`src/rtl/sdram_arb_pkg.sv`:
```
// Shared definitions for the Wishbone-to-SDRAM arbiter.
//   - default requester count and burst limit
//   - arbiter state encoding
//   - slice widths of the packed per-requester buses
//   - idx_width(): width of an owner index for a given requester count
package sdram_arb_pkg;

    localparam int NUM_REQ_DEF   = 3;
    localparam int MAX_BURST_DEF = 16;

    localparam int SEL_W = 4;
    localparam int ADR_W = 32;
    localparam int DAT_W = 32;

    typedef enum logic {
        ST_IDLE = 1'b0,
        ST_OWN  = 1'b1
    } arb_state_t;

    function automatic int idx_width(input int n);
        return (n > 1) ? $clog2(n) : 1;
    endfunction

endpackage

```
`src/rtl/wb_sdram_arbiter_rr_pick.sv`:
```
// Round-robin picker (purely combinational).
//   pending     : requester i wants the bus
//   last_owner  : index of the most recently released owner
//   pick_onehot : one-hot next owner, searched from last_owner+1 upward
//   pick_idx    : binary index of the same requester
//   valid       : at least one requester is pending
module rr_pick
    import sdram_arb_pkg::*;
#(
    parameter int NUM_REQ = NUM_REQ_DEF,
    parameter int IDX_W   = idx_width(NUM_REQ)
) (
    input  logic [NUM_REQ-1:0] pending,
    input  logic [IDX_W-1:0]   last_owner,
    output logic [NUM_REQ-1:0] pick_onehot,
    output logic [IDX_W-1:0]   pick_idx,
    output logic               valid
);

    logic [IDX_W-1:0] idx_v;

    // Walk from the farthest candidate to the nearest so the nearest
    // pending requester after last_owner is the one left standing.
    always_comb begin
        pick_onehot = '0;
        pick_idx    = '0;
        valid       = 1'b0;
        idx_v       = '0;
        for (int k = NUM_REQ; k >= 1; k--) begin
            idx_v = IDX_W'((int'(last_owner) + k) % NUM_REQ);
            if (pending[idx_v]) begin
                pick_onehot        = '0;
                pick_onehot[idx_v] = 1'b1;
                pick_idx           = idx_v;
                valid              = 1'b1;
            end
        end
    end

endmodule

```
`src/rtl/wb_sdram_arbiter.sv`:
```
// Arbitrates NUM_REQ Wishbone masters onto a single SDRAM Wishbone slave.
//
//   state   | meaning
//   --------+-------------------------------------------------------------
//   IDLE    | no owner; m_wbs_* held at 0, slave acks ignored
//   OWN     | owner's bus forwarded to the slave, acks routed back to it
//
// Ports:
//   clk, rst                : clock, asynchronous active-high reset
//   s_wbs_*_i / s_wbs_*_o   : requester side, packed per requester
//                             (sel 4 bits, adr/dat 32 bits per slot)
//   m_wbs_*_o / m_wbs_*_i   : SDRAM slave side
//   grant_o                 : one-hot current owner, 0 when idle
//
// An owner keeps the bus until it drops cyc, or until its MAX_BURST-th
// acked beat while someone else is waiting. One idle cycle always sits
// between two owners, so a preempted owner's pending beat is simply
// re-presented after it is granted again.
module wb_sdram_arbiter
    import sdram_arb_pkg::*;
#(
    parameter int NUM_REQ   = NUM_REQ_DEF,
    parameter int MAX_BURST = MAX_BURST_DEF
) (
    input  logic                     clk,
    input  logic                     rst,

    input  logic [NUM_REQ-1:0]       s_wbs_cyc_i,
    input  logic [NUM_REQ-1:0]       s_wbs_stb_i,
    input  logic [NUM_REQ-1:0]       s_wbs_we_i,
    input  logic [SEL_W*NUM_REQ-1:0] s_wbs_sel_i,
    input  logic [ADR_W*NUM_REQ-1:0] s_wbs_adr_i,
    input  logic [DAT_W*NUM_REQ-1:0] s_wbs_dat_i,
    output logic [NUM_REQ-1:0]       s_wbs_ack_o,
    output logic [DAT_W-1:0]         s_wbs_dat_o,

    output logic                     m_wbs_cyc_o,
    output logic                     m_wbs_stb_o,
    output logic                     m_wbs_we_o,
    output logic [SEL_W-1:0]         m_wbs_sel_o,
    output logic [ADR_W-1:0]         m_wbs_adr_o,
    output logic [DAT_W-1:0]         m_wbs_dat_o,
    input  logic                     m_wbs_ack_i,
    input  logic [DAT_W-1:0]         m_wbs_dat_i,

    output logic [NUM_REQ-1:0]       grant_o
);

    localparam int               IDX_W     = idx_width(NUM_REQ);
    localparam int               CNT_W     = $clog2(MAX_BURST + 1);
    localparam logic [CNT_W-1:0] BURST_MAX = CNT_W'(MAX_BURST);
    localparam logic [IDX_W-1:0] LAST_INIT = IDX_W'(NUM_REQ - 1);

    arb_state_t       state;
    logic [IDX_W-1:0] owner;
    logic [IDX_W-1:0] last_owner;
    logic [CNT_W-1:0] beat_cnt;

    logic [NUM_REQ-1:0] pending;
    logic [NUM_REQ-1:0] pick_onehot;
    logic [IDX_W-1:0]   pick_idx;
    logic               pick_valid;

    logic [SEL_W-1:0] sel_arr [NUM_REQ];
    logic [ADR_W-1:0] adr_arr [NUM_REQ];
    logic [DAT_W-1:0] dat_arr [NUM_REQ];

    logic             own;
    logic             ack_own;
    logic             others_pending;
    logic [CNT_W-1:0] cnt_next;
    logic             release_bus;

    for (genvar i = 0; i < NUM_REQ; i++) begin : g_unpack
        assign sel_arr[i] = s_wbs_sel_i[i*SEL_W +: SEL_W];
        assign adr_arr[i] = s_wbs_adr_i[i*ADR_W +: ADR_W];
        assign dat_arr[i] = s_wbs_dat_i[i*DAT_W +: DAT_W];
    end

    assign pending = s_wbs_cyc_i & s_wbs_stb_i;

    rr_pick #(
        .NUM_REQ (NUM_REQ),
        .IDX_W   (IDX_W)
    ) u_rr_pick (
        .pending     (pending),
        .last_owner  (last_owner),
        .pick_onehot (pick_onehot),
        .pick_idx    (pick_idx),
        .valid       (pick_valid)
    );

    assign own            = (state == ST_OWN);
    assign ack_own        = own & m_wbs_ack_i;
    assign others_pending = |(pending & ~grant_o);
    // Saturates so a long solo burst can still be cut at the next ack
    // once another requester shows up.
    assign cnt_next       = (beat_cnt == BURST_MAX) ? BURST_MAX : beat_cnt + 1'b1;
    assign release_bus    = ~s_wbs_cyc_i[owner] |
                            (ack_own & (cnt_next == BURST_MAX) & others_pending);

    always_ff @(posedge clk or posedge rst) begin
        if (rst) begin
            state      <= ST_IDLE;
            owner      <= '0;
            last_owner <= LAST_INIT;
            beat_cnt   <= '0;
            grant_o    <= '0;
        end else begin
            case (state)
                ST_IDLE: begin
                    if (pick_valid) begin
                        state    <= ST_OWN;
                        owner    <= pick_idx;
                        grant_o  <= pick_onehot;
                        beat_cnt <= '0;
                    end
                end
                ST_OWN: begin
                    if (release_bus) begin
                        state      <= ST_IDLE;
                        grant_o    <= '0;
                        last_owner <= owner;
                    end else if (ack_own) begin
                        beat_cnt <= cnt_next;
                    end
                end
                default: begin
                    state   <= ST_IDLE;
                    grant_o <= '0;
                end
            endcase
        end
    end

    always_comb begin
        m_wbs_cyc_o = 1'b0;
        m_wbs_stb_o = 1'b0;
        m_wbs_we_o  = 1'b0;
        m_wbs_sel_o = '0;
        m_wbs_adr_o = '0;
        m_wbs_dat_o = '0;
        if (own) begin
            m_wbs_cyc_o = s_wbs_cyc_i[owner];
            m_wbs_stb_o = s_wbs_stb_i[owner];
            m_wbs_we_o  = s_wbs_we_i[owner];
            m_wbs_sel_o = sel_arr[owner];
            m_wbs_adr_o = adr_arr[owner];
            m_wbs_dat_o = dat_arr[owner];
        end
    end

    assign s_wbs_ack_o = {NUM_REQ{ack_own}} & grant_o;
    assign s_wbs_dat_o = m_wbs_dat_i;

endmodule

```
`config.mk`:
```
export PLATFORM = sky130hd
export DESIGN_NAME = wb_sdram_arbiter
export DESIGN_NICKNAME = d
export VERILOG_FILES = /design/src/rtl/sdram_arb_pkg.sv /design/src/rtl/wb_sdram_arbiter_rr_pick.sv /design/src/rtl/wb_sdram_arbiter.sv
export SDC_FILE = /design/constraint.sdc
export NUM_CORES = 1
export LEC_CHECK = 0
export CAP_MARGIN = 20
export CORE_AREA = 4 4 137 139
export CTS_CLUSTER_DIAMETER = 200
export DETAILED_ROUTE_END_ITERATION = 6
export DIE_AREA = 0 0 141 143
export GPL_ROUTABILITY_DRIVEN = 0
export MAX_ROUTING_LAYER = met4
export PLACE_DENSITY = 0.62
export SLEW_MARGIN = 20
export SYNTH_ARGS = -nofsm -noshare
export SYNTH_HDL_FRONTEND = slang
export SYNTH_SLANG_ARGS = --single-unit
```
`constraint.sdc`:
```
create_clock -name clk -period 2.5 [get_ports clk]
set_input_delay 0.5 -clock clk [delete_from_list [all_inputs] [get_ports clk]]
set_output_delay 0.5 -clock clk [all_outputs]
set_load 0.05 [all_outputs]
```
# ---- Yosys cells after proc, flatten, opt, wreduce, memory -nomap -nowiden
# Cells that the tools add are included.
dict set report classes {
  addsub 4
  div 3
  order_cmp 8
  eq_ne 6
  mux 53
  bitwise 11
  reduce_logical 8
}
# op count
set ops {}
lappend ops {{$mux W32} 6}
lappend ops {{$bmux W32 S2} 2}
lappend ops {{$mod A32 B3 Y32 const B} 3}
lappend ops {{$mux W5} 4}
lappend ops {{$mux W1} 17}
lappend ops {{$mux W3} 5}
lappend ops {{$bmux W1 S2} 6}
lappend ops {{$lt A2 B3 Y1 const B} 4}
lappend ops {{$mux W4} 3}
lappend ops {{$eq A5 B5 Y1 const B} 2}
lappend ops {{$pmux W5 S2} 1}
lappend ops {{$and A3 B3 Y3} 3}
lappend ops {{$bmux W4 S2} 1}
lappend ops {{$add A2 B2 Y3 const B} 2}
lappend ops {{$demux W1 S2} 3}
lappend ops {{$ge A2 B1 Y1 const B} 3}
lappend ops {{$mux W2} 3}
lappend ops {{$pmux W3 S2} 1}
lappend ops {{$reduce_and A2 Y1} 3}
lappend ops {{$add A5 B1 Y5 const B} 1}
lappend ops {{$ne A2 B1 Y1 const B} 2}
lappend ops {{$ne A2 B2 Y1 const B} 2}
lappend ops {{$add A2 B1 Y3 const B} 1}
lappend ops {{$and A1 B1 Y1} 3}
lappend ops {{other kinds (9)} 12}
dict set report word_totals {
  regBits 13
  input_bits 248
  out_inout_bits 109
  elab_cells 98
}

# ---- Longest topological paths before layout
dict set report logic_depth {
  word_depth 11
  depth_mapped 8
}

# ---- By module
# A second synthesis with hierarchy kept.
dict set report hier_totals {
  hier_cells 483
  hier_area_um2 3144.3
}
# module instances cells_per_inst area_per_inst_um2
set by_module_without_submodules {}
lappend by_module_without_submodules {wb_sdram_arbiter 1 442 2849.0}
lappend by_module_without_submodules {rr_pick 1 41 295.3}

# ---- Worst setup path after synthesis
# No wires, ideal clock.
dict set report synth_timing {
  kind {reg2out}
  startpoint {register owner[1]}
  endpoint {output m_wbs_adr_o[0]}
  arrival_ps 1907
  required_time_ps 2000
  setup_slack_ps 93
  path_stages_with_launch 7
  cell_sequence {dfrtp_1 buf_2 buf_1 mux2i_1 nor2_1 a21oi_1 nor2_1}
}
dict set report synth_between {
  elab_chain_len 5
}
# element line
set synth_rtl {}
lappend synth_rtl {{from (decl)} wb_sdram_arbiter.sv:55} ;# logic [IDX_W-1:0] owner;
lappend synth_rtl {{from (signal assigned)} wb_sdram_arbiter.sv:114} ;# owner <= pick_idx;
lappend synth_rtl {{$not A2 Y3 (not written as such)} wb_sdram_arbiter.sv:148} ;# m_wbs_adr_o = adr_arr[owner];
lappend synth_rtl {{$bmux W32 S2} wb_sdram_arbiter.sv:148}
lappend synth_rtl {{$mux W32 (not written as such) (2 in series)} wb_sdram_arbiter.sv:148}
lappend synth_rtl {{$mux W32} wb_sdram_arbiter.sv:143} ;# if (own) begin
lappend synth_rtl {{to (decl)} wb_sdram_arbiter.sv:41} ;# output logic [ADR_W-1:0] m_wbs_adr_o,
# Every way passes these cells. The select of a mux whose other input is x is not followed.

# ---- Worst setup path after layout
dict set report layout_timing {
  startpoint {register owner[1]}
  endpoint {output m_wbs_adr_o[10]}
}
# Same word-level chain as after synthesis.

==> impl_metrics.yaml <==
status:
  status: "complete, no violations"
yosys:
  yosysWarningCount: 0
  synth_ff_type: "dfrtp_1"
  synth-seq-cells: 13
  syn-num-nets: 704
  syn_area_sq_um: 2910
  synth.distinct_cells: 48
  synthCells: 452
  synth_edf_count: 0
  syn_avg_cell_area_sq_um: 6.43
  async_reset_ff_frac: 1.00
  ys_seq_area_frac: 0.112
setup_path:
  r2r_slack_ns: 0.33
  crit_arrival_ns: 1.89
  critical_path.max_fanout: 25
  endpoint_kind: "output port"
  worst-setup-path-type: "flip-flop to output port"
  cp.required_ns: 2.00
  critPathMaxStageDelay_ns: 0.61
  crit_slowest_cell: "dfrtp_4"
  path_cells: "nor2b_4 -> buf_4 -> a21oi_1 -> nor2_1 -> buf_12"
  critPathLaunchType: "flip-flop"
clock_network:
  cts_max_path_buffers: 2
  clk_latency_ns: 0.24
  cts_inserted_buffers: 3
  clock_sinks: 13
  cts_tree: "built"
  clk_pin_slew_worst_paths_ns: 0.05
  cts_setup_buffers: 0
  clockRootBuffer: "clkbuf_16"
  cts.repair.resized: 0
  cts_max_level: 1
  postCtsHoldBufs: 0
global_route:
  grt_pass1_wl_um: 21200
  grt_pass1_vias: 4028
  overflow: 0
  antenna_found_initial: 0
  grt_use_total: 0.133
  grt_max_degree: 31
pwr:
  cellLeakagePower_uw: 0.00271
  pwr-share-seq: 0.054
  total_power_uw: 7450
  p_sw_uw: 3870
  power_frac_comb: 0.906
  ir_worst_vdd_uv: 612
  power_density_nw_per_um2: 1090
  power.internal_uw: 3580
  switching_share: 0.520
  power_frac_clock: 0.040
floorplan:
  start_util: 0.165
  die_h_um: 143
  coreArea_sq_um: 17700
  die_width_um: 141
  dieArea_sq_um: 20200
  io_pins: 357
  fp-row-count: 49
sta:
  finalCritPeriodShare: 0.955
  worst_pin_slew_ns: 0.519
  rsz0062_at_grt: "true"
  setup_viol: 0
  period_needed_ns: 2.39
  hold_violations: 0
  slew_violations: 0
  tns_ns: 0
  fin_ws_ns: 0.112
  slew_headroom: 0.654
  finClkSkew_ns: 0.00128
  fmax_mhz: 419
routing:
  vias: 4090
  post_drt_wl_per_cell_um: 15.4
  first_pass_iters: 4
  routed_wirelength_um: 14400
  drt_iter0_drc: 136
  via_per_inst: 4.37
  ant_nets: 0
  drc: 0
cells_and_area:
  drive_gt1_frac: 0.167
  diodes: 0
  nNetsFinal: 960
  fin_cells: 936
  area_growth_pct: 136
  layout_commonest_cell: "clkdlybuf4s50_1"
  finish.utilization: 0.388
  layout_common_cells: "clkdlybuf4s50_1, nor2_1, buf_12"
job:
  cap_viol_max_count: 0
placement:
  dp_hpwl_um: 11900
  dp.cells: 932
  port_buffers: 292
  preCtsSetupSlack_ns: -0.0499
hold_path:
  hp-class: "flip-flop to flip-flop"
cells in the mapped netlist (all sizes together) (2+ instances only):
cell type | instances | area (sq um)
ha | 4 | 50.1
clkbuf | 23 | 86.3
nor2b | 2 | 12.5
nor2 | 144 | 541
xor2 | 3 | 26.3
a21oi | 72 | 360
buf | 45 | 292
and3 | 7 | 45.1
nand3 | 4 | 20.0
nand3b | 3 | 22.5
mux2i | 71 | 711
inv | 8 | 30.0
nor4bb | 2 | 20.0
o21ai | 4 | 20.0
a31oi | 2 | 12.5
mux2 | 2 | 22.5
maj3 | 2 | 21.3
dfrtp | 12 | 300
o22a | 2 | 17.5
nand2 | 16 | 60.1
o2bb2ai | 2 | 17.5
worst paths after layout:
check | end | cells past startpoint | start
max in group asynchronous | owner[1]$_DFFE_PP0P_ | 2 | rst
max reg2reg | grant_o[1]$_DFFE_PP0P_ | 6 | last_owner[1]$_DFFE_PP1P_
min in group asynchronous | last_owner[0]$_DFFE_PP0P_ | 2 | rst
min reg2reg | last_owner[0]$_DFFE_PP0P_ | 1 | last_owner[0]$_DFFE_PP0P_
max | m_wbs_adr_o[10] | 5 | owner[1]$_DFFE_PP0P_
min | last_owner[0]$_DFFE_PP0P_ | 1 | last_owner[0]$_DFFE_PP0P_
worst max-delay path: cells and delay by family, from the launching register on:
family                 cells  cell delay [ns]
and+or+nand+nor            2             0.41
AOI/OAI and AO/OA          1             0.12
DFF                        1             0.61
buffers and inverters      2             0.49
metrics by stage:
stage	hold WS, ns	instance area (sq um)
floorplan	0.376	2910
CTS	0.580	6850
global route	0.595	6850
finish	0.564	6850
detailed placement	0.569	6770
global placement	0.537	6770
per-layer routing:
metal,track usage,share of wire
met1,0.149,0.39
met2,0.241,0.51
met5,-,0
met3,0.0291,0.080
met4,0.0331,0.022
logic make-up (layout without fill, tap and decap cells):
family	count (synthesis)	after routing	share of synthesized area
xor+xnor	3	3	0.00904
compound gates	99	99	0.204
mux	73	73	0.252
simple gates	182	182	0.258
flops	13	13	0.112
buf+inv	76	331	0.140
fa+ha+maj	6	6	0.0245
state kept, by name, summed over array words and instances (netlist names):
name,flops
last_owner,2
owner,2
beat_cnt,5
grant_o,3
own,1
power groups by stage:
stage / Combinational, uW / Sequential, uW / Clock, uW
finish: 6750 / 400 / 301
global route: 7120 / 417 / 324
detailed placement: 6840 / 411 / 0
CTS: 6860 / 407 / 309
global placement: 6810 / 409 / 0
floorplan: 3630 / 404 / 0
final cells by class:
cell class                      count  area (sq um)
Clock buffer                        4          78.8
Sequential cell                    13           332
Fill cell                        1845         10800
Inverter                            8          30.0
Multi-Input combinational cell    363          2180
Tap cell                          229           287
Timing Repair Buffer              319          3940
Power figures use the tool's default switching activity.
